File: src/rtl/preg_freelist_ctrl_pkg.sv
// Shared rename-side constants and types for the physical-register free pool.
package preg_freelist_ctrl_pkg;

  localparam int unsigned NUM_PREGS = 64;
  localparam int unsigned NUM_AREGS = 32;
  localparam int unsigned PREG_W    = 6;
  localparam int unsigned CNT_W     = PREG_W + 1;
  localparam int unsigned WALK_W    = $clog2(NUM_AREGS);

  typedef logic [PREG_W-1:0] preg_t;

  typedef enum logic [1:0] {
    FL_READY,
    FL_CLEAR,
    FL_WALK
  } fl_state_t;

  // Identity map after reset: areg i owns preg i, the upper pregs are free.
  localparam logic [NUM_PREGS-1:0] RESET_MASK =
      {{(NUM_PREGS - NUM_AREGS){1'b1}}, {NUM_AREGS{1'b0}}};

endpackage

File: src/rtl/preg_freelist_ctrl_if.sv
// Allocate/release handshake between rename/commit (master) and the free list (slave).
interface preg_freelist_ctrl_if;
  import preg_freelist_ctrl_pkg::*;

  logic  alloc_req;
  logic  alloc_grant;
  preg_t alloc_preg;
  logic  rel_valid;
  preg_t rel_preg;

  modport master (
    output alloc_req,
    output rel_valid,
    output rel_preg,
    input  alloc_grant,
    input  alloc_preg
  );

  modport slave (
    input  alloc_req,
    input  rel_valid,
    input  rel_preg,
    output alloc_grant,
    output alloc_preg
  );

endinterface

File: src/rtl/lowest_set_enc.sv
// Priority encoder: index of the lowest set bit, zero when the vector is empty.
module lowest_set_enc #(
  parameter int unsigned W = 64,
  localparam int unsigned IdxW = $clog2(W)
) (
  input  logic [W-1:0]    vec_i,
  output logic            valid_o,
  output logic [IdxW-1:0] idx_o
);

  // Scan downward so the lowest set bit is the last one written.
  always_comb begin
    valid_o = 1'b0;
    idx_o   = '0;
    for (int i = W - 1; i >= 0; i--) begin
      if (vec_i[i]) begin
        valid_o = 1'b1;
        idx_o   = IdxW'(i);
      end
    end
  end

endmodule

File: src/rtl/preg_freelist_ctrl.sv
// Physical-register free pool: one allocation per cycle, commit-time release,
// and rebuild from the committed map after a flush.
module preg_freelist_ctrl
  import preg_freelist_ctrl_pkg::*;
(
  input  logic                        CLK,
  input  logic                        RESET,
  input  logic                        FLUSH,
  preg_freelist_ctrl_if.slave         fl,
  input  logic [NUM_AREGS*PREG_W-1:0] rrat_map,
  output logic [CNT_W-1:0]            free_count,
  output logic                        pool_empty,
  output logic                        recovering,
  output logic                        dbl_free_err
);

  logic [NUM_PREGS-1:0] mask_q, mask_d;
  logic [CNT_W-1:0]     count_q, count_d;
  fl_state_t            state_q, state_d;
  logic [WALK_W-1:0]    walk_q, walk_d;
  logic                 dbl_q, dbl_d;

  logic                 enc_valid;
  preg_t                enc_idx;
  logic                 grant;
  logic                 rel_new;
  preg_t [NUM_AREGS-1:0] rrat_arr;
  preg_t                walk_preg;

  lowest_set_enc #(
    .W (NUM_PREGS)
  ) u_enc (
    .vec_i   (mask_q),
    .valid_o (enc_valid),
    .idx_o   (enc_idx)
  );

  assign rrat_arr  = rrat_map;
  assign walk_preg = rrat_arr[walk_q];

  assign grant = fl.alloc_req & enc_valid & (count_q != '0) & (state_q == FL_READY) & ~FLUSH;

  assign fl.alloc_grant = grant;
  assign fl.alloc_preg  = enc_idx;
  assign free_count     = count_q;
  assign recovering     = (state_q != FL_READY);
  assign pool_empty     = recovering | (count_q == '0);
  assign dbl_free_err   = dbl_q;

  always_comb begin
    state_d = state_q;
    mask_d  = mask_q;
    count_d = count_q;
    walk_d  = walk_q;
    dbl_d   = dbl_q;
    rel_new = 1'b0;

    unique case (state_q)
      FL_READY: begin
        if (grant) begin
          mask_d[enc_idx] = 1'b0;
        end
        if (fl.rel_valid && !FLUSH) begin
          // A release of a free preg is a double free: flag it, leave the pool alone.
          if (mask_q[fl.rel_preg]) begin
            dbl_d = 1'b1;
          end else begin
            mask_d[fl.rel_preg] = 1'b1;
            rel_new             = 1'b1;
          end
        end
        count_d = count_q + CNT_W'(rel_new) - CNT_W'(grant);
      end
      FL_CLEAR: begin
        mask_d  = '1;
        count_d = CNT_W'(NUM_PREGS);
        walk_d  = '0;
        state_d = FL_WALK;
      end
      FL_WALK: begin
        // Duplicate map entries only claim their preg once.
        if (mask_q[walk_preg]) begin
          mask_d[walk_preg] = 1'b0;
          count_d           = count_q - CNT_W'(1);
        end
        walk_d = walk_q + WALK_W'(1);
        if (walk_q == WALK_W'(NUM_AREGS - 1)) begin
          state_d = FL_READY;
        end
      end
      default: begin
        state_d = FL_READY;
      end
    endcase

    if (FLUSH) begin
      state_d = FL_CLEAR;
      walk_d  = '0;
    end
  end

  always_ff @(posedge CLK) begin
    if (RESET) begin
      mask_q  <= RESET_MASK;
      count_q <= CNT_W'(NUM_PREGS - NUM_AREGS);
      state_q <= FL_READY;
      walk_q  <= '0;
      dbl_q   <= 1'b0;
    end else begin
      mask_q  <= mask_d;
      count_q <= count_d;
      state_q <= state_d;
      walk_q  <= walk_d;
      dbl_q   <= dbl_d;
    end
  end

endmodule

File: src/flat_wrapper.sv
// flat-port wrapper written by rule: the top's interface ports become plain ports
module preg_freelist_ctrl_flat import preg_freelist_ctrl_pkg::*;
  (CLK, RESET, FLUSH, rrat_map, free_count, pool_empty, recovering, dbl_free_err, fl_alloc_req, fl_rel_valid, fl_rel_preg, fl_alloc_grant, fl_alloc_preg);
  preg_freelist_ctrl_if fl_i ();
  input  logic CLK;
  input  logic RESET;
  input  logic FLUSH;
  input  logic [NUM_AREGS*PREG_W-1:0] rrat_map;
  output logic [CNT_W-1:0] free_count;
  output logic pool_empty;
  output logic recovering;
  output logic dbl_free_err;
  input wire logic [$bits(fl_i.alloc_req)-1:0] fl_alloc_req;
  input wire logic [$bits(fl_i.rel_valid)-1:0] fl_rel_valid;
  input wire logic [$bits(fl_i.rel_preg)-1:0] fl_rel_preg;
  output wire logic [$bits(fl_i.alloc_grant)-1:0] fl_alloc_grant;
  output wire logic [$bits(fl_i.alloc_preg)-1:0] fl_alloc_preg;
  assign fl_i.alloc_req = fl_alloc_req;
  assign fl_i.rel_valid = fl_rel_valid;
  assign fl_i.rel_preg = fl_rel_preg;
  assign fl_alloc_grant = fl_i.alloc_grant;
  assign fl_alloc_preg = fl_i.alloc_preg;
  preg_freelist_ctrl u_core (.CLK(CLK), .RESET(RESET), .FLUSH(FLUSH), .fl(fl_i), .rrat_map(rrat_map), .free_count(free_count), .pool_empty(pool_empty), .recovering(recovering), .dbl_free_err(dbl_free_err));
endmodule
File: config.mk
export PLATFORM = sky130hd
export DESIGN_NAME = preg_freelist_ctrl_flat
export DESIGN_NICKNAME = d
export VERILOG_FILES = /design/src/rtl/preg_freelist_ctrl_pkg.sv /design/src/rtl/preg_freelist_ctrl_if.sv /design/src/rtl/lowest_set_enc.sv /design/src/rtl/preg_freelist_ctrl.sv /design/src/flat_wrapper.sv
export SDC_FILE = /design/constraint.sdc
export NUM_CORES = 1
export LEC_CHECK = 0
export ABC_AREA = 1
export CORE_MARGIN = 1
export CORE_UTILIZATION = 35
export DETAILED_ROUTE_END_ITERATION = 16
export GPL_TIMING_DRIVEN = 0
export PLACE_DENSITY = 0.6
export REMOVE_ABC_BUFFERS = 1
export SYNTH_ARGS = -nofsm -noshare
export SYNTH_HDL_FRONTEND = slang
export SYNTH_SLANG_ARGS = --single-unit
File: constraint.sdc
create_clock -name CLK -period 13.3 [get_ports CLK]
set_input_delay 3.325 -clock CLK [delete_from_list [all_inputs] [get_ports CLK]]
set_output_delay 3.325 -clock CLK [all_outputs]
set_load 0.02 [all_outputs]
==> results.json <==
{
  "fin_area_um2": 11910,
  "syn_inst": 1656,
  "switching_share": 0.4520,
  "run_status": "complete, but fails checks",
  "drcViolationCount": 0,
  "nFillCells": 2737,
  "clkLatencyLatePin_ps": 360,
  "worst_setup_hold_path_clk_slew_ps": 70,
  "route.antenna.remaining_nets": 0,
  "hold_path_class": "register to register",
  "chipHeight_um": 163.2,
  "critPathMaxFanout": 28,
  "internal_power_mw": 0.6265,
  "post_cts_buffers": 0,
  "whs_endpoint": "u_core.dbl_free_err",
  "initial_antenna_violation_count": 1,
  "number_of_distinct_standard_cells_referenced_by_the_synthesized_netlist": 37,
  "mappedNetlistArea_um2": 9099,
  "global_route.overflow_total": 0,
  "num_io_pins": 220,
  "timing_worst_slew_pin_value_ps": 1456,
  "minimum_setup_slack_among_reg_to_reg_paths_ps": 5470,
  "cts.sink_count": 79,
  "synth_edf_count": 0,
  "fp-row-count": 58,
  "detail_route.wl_per_cell_um": 21.66,
  "final_hold_viol_count": 0,
  "period_minus_slack_ps": 9054,
  "share_clk_of_total_power": 0.228,
  "cts_max_path_buffers": 2,
  "via_count_of_the_first_global_routing_pass": 11390,
  "timing.max_slew.rel_slack": 0.02067,
  "synth_top_flop_cell": "sky130_fd_sc_hd__dfxtp_1",
  "netSwitchingPower_mw": 0.5167,
  "layout.area.seq_um2": 1587,
  "tritoncts": "yes",
  "hp-start": "u_core.dbl_free_err",
  "die_w_um": 163.2,
  "clock_root_cell": "sky130_fd_sc_hd__clkbuf_16",
  "achievable-frequency_mhz": 110.5,
  "detailroute.via_count": 12630,
  "cts-buffers-inserted": 9,
  "htree_levels": 3,
  "cp-startpoint": "u_core.mask_q[63]",
  "area.growth.synth_to_final_pct": 30.87,
  "final-max-slew-violation-count": 0,
  "initial_utilization": 0.3593,
  "multi_input_logic_area_um2": 6640,
  "r2r_start": "u_core.walk_q[0]",
  "cts_hold_buffers": 0,
  "crit_path_start_kind": "register",
  "required_ps": 9970,
  "core_um2": 25330,
  "critical_path_arrival_ps": 5730,
  "dr.pass1.iters": 6,
  "drtIter0Drc": 1517,
  "critPathMaxStageDelay_ps": 650,
  "power.ir.vdd_worst_uv": 75.23,
  "drive_above_1_share": 0.04044,
  "synth-seq-area-share": 0.1738,
  "critPathSlowestCell": "sky130_fd_sc_hd__clkdlybuf4s50_1",
  "detail_route.vias_per_cell": 5.914,
  "placement.cell_area_um2": 11590,
  "nNetsFinal": 2025,
  "finalSetupViolations": 0,
  "power.density_nw_per_um2": 96.01,
  "ff2ff_path_depth": 20,
  "violations": "max-capacitance violations",
  "cts.repair.resized": 0,
  "synth_area_per_cell_um2": 5.494,
  "r2r-end": "u_core.mask_q[1]",
  "part_of_the_cycle_the_worst_path_needs": 0.6807,
  "seqPwrFrac": 0.274,
  "setup.worst_path.class": "register to output port",
  "grt_setup_unrepaired": "no",
  "drt-total-wl_mm": 46.27,
  "critPathMostFrequentCell": "sky130_fd_sc_hd__nand2_1",
  "leakage_nw": 4.764,
  "dieArea_um2": 26650,
  "final.hold.worst_slack_ps": 457.2,
  "grt_start_max_net_pins": 99,
  "worstSetupEndpointType": "output port",
  "min_path_cells": 2,
  "final.setup_skew_ps": 10.53,
  "dp_hpwl_mm": 32.26,
  "globalplace.congestion": 0.9871,
  "port_buffers": 219,
  "post_synthesis_sequential_element_count": 79,
  "grt_pass1_wl_mm": 68.77,
  "synth-async-reset-ratio": 0,
  "yosysWarningCount": 0,
  "share_comb_of_total_power": 0.498,
  "maxCapViolations": 1,
  "globalRouteTotalUtil": 0.3404
}
[metal layers]
layer  GRT usage  vias up  routed length (um)  part of all wire
li1            -     5992                   -                 -
met1      0.4729     5781               20180              0.44
met2      0.5252      744               20090              0.43
met3     0.05206      116                4306             0.093
met4      0.1274        0                1701             0.037
met5           0        -                   0                 0
[metrics by stage]
step                  util  instances  setup WS, ps  total power, mW  TNS (ps)
floorplan                -       1555          4083           0.6480         0
global placement    0.4464       2104         -2130           0.8661    -45400
detailed placement  0.4578       2117          4428           0.8710         0
CTS                 0.4693       2133          4398            1.131         0
global route        0.4702       2136          3698            1.212         0
finish              0.4702       2136          4246            1.143         0
[power groups by stage]
| stage | combinational [mW] | sequential, mW | clock [mW] |
|---|---|---|---|
| finish | 0.569 | 0.313 | 0.261 |
| global route | 0.624 | 0.318 | 0.271 |
| CTS | 0.557 | 0.311 | 0.263 |
| detailed placement | 0.554 | 0.317 | 0 |
| global placement | 0.550 | 0.316 | 0 |
| floorplan | 0.335 | 0.313 | 0 |
[critical path, delay by kind of cell (launching register included)]
family	cells	cell delay [ps]
and+or+nand+nor	63	3900
buffers and inverters	2	960
DFF	1	440
[cells in the final DEF, fill, tap and decap left out, drive strengths merged, types with 24 or more instances in the layout]
cell           count
clkdlybuf4s50    218
o22ai             71
nor3              25
nand2            387
nor2             229
dfxtp             79
o221ai            24
o21ai            145
nand3             40
inv              150
a21oi            266
o211ai            37
[synth_stat cells, types with 9 or more instances]
library cell / number / area, um2
sky130_fd_sc_hd__a21oi_1: 255 / 1276
sky130_fd_sc_hd__a21oi_2: 11 / 96.34
sky130_fd_sc_hd__a221oi_1: 9 / 78.83
sky130_fd_sc_hd__clkbuf_1: 94 / 352.8
sky130_fd_sc_hd__dfxtp_1: 79 / 1582
sky130_fd_sc_hd__ha_1: 21 / 262.8
sky130_fd_sc_hd__inv_1: 146 / 548.0
sky130_fd_sc_hd__nand2_1: 384 / 1441
sky130_fd_sc_hd__nand3_1: 39 / 195.2
sky130_fd_sc_hd__nand4_1: 19 / 118.9
sky130_fd_sc_hd__nor2_1: 229 / 859.6
sky130_fd_sc_hd__nor3_1: 25 / 125.1
sky130_fd_sc_hd__nor4_1: 11 / 68.82
sky130_fd_sc_hd__o211ai_1: 37 / 277.8
sky130_fd_sc_hd__o21ai_0: 137 / 685.7
sky130_fd_sc_hd__o221ai_1: 24 / 210.2
sky130_fd_sc_hd__o22ai_1: 71 / 444.2
sky130_fd_sc_hd__o41ai_1: 9 / 78.83
[state kept, by name, indices dropped and copies added, names as in the netlist]
register             count
u_core.mask_q           64
u_core.dbl_free_err      1
u_core.walk_q            5
u_core.state_q           2
u_core.free_count        7
[how the worst max path moves through the flow]
| stage | slack, ps | endpoint | depth (start not counted) |
|---|---|---|---|
| 4_1_cts | 4400 | fl_alloc_preg[0] | 65 |
| 2_1_floorplan | 4080 | u_core.free_count[1] | 19 |
| 3_3_place_gp | -2130 | u_core.mask_q[1] | 17 |
| 3_5_place_dp | 4430 | fl_alloc_grant | 3 |
| 6_report | 4250 | fl_alloc_preg[0] | 65 |
| 5_1_grt | 3700 | fl_alloc_preg[0] | 65 |
[kinds of logic after synthesis]
logic type,synth area share
and+or+nand+nor,0.3130
AOI/OAI and AO/OA,0.3710
buffers and inverters,0.1073
DFF,0.1738
adders and majority gates,0.03108
xor gates and xnor gates,0.003850
[area by class of cell]
class	count	area share
Antenna cell	1	0.0002101
Clock buffer	11	0.02123
Clock inverter	5	0.003362
Inverter	154	0.04865
Multi-Input combinational cell	1322	0.5576
Sequential cell	79	0.1332
Tap cell	330	0.03467
Timing Repair Buffer	234	0.2010
(Power assumes the default switching activity.)
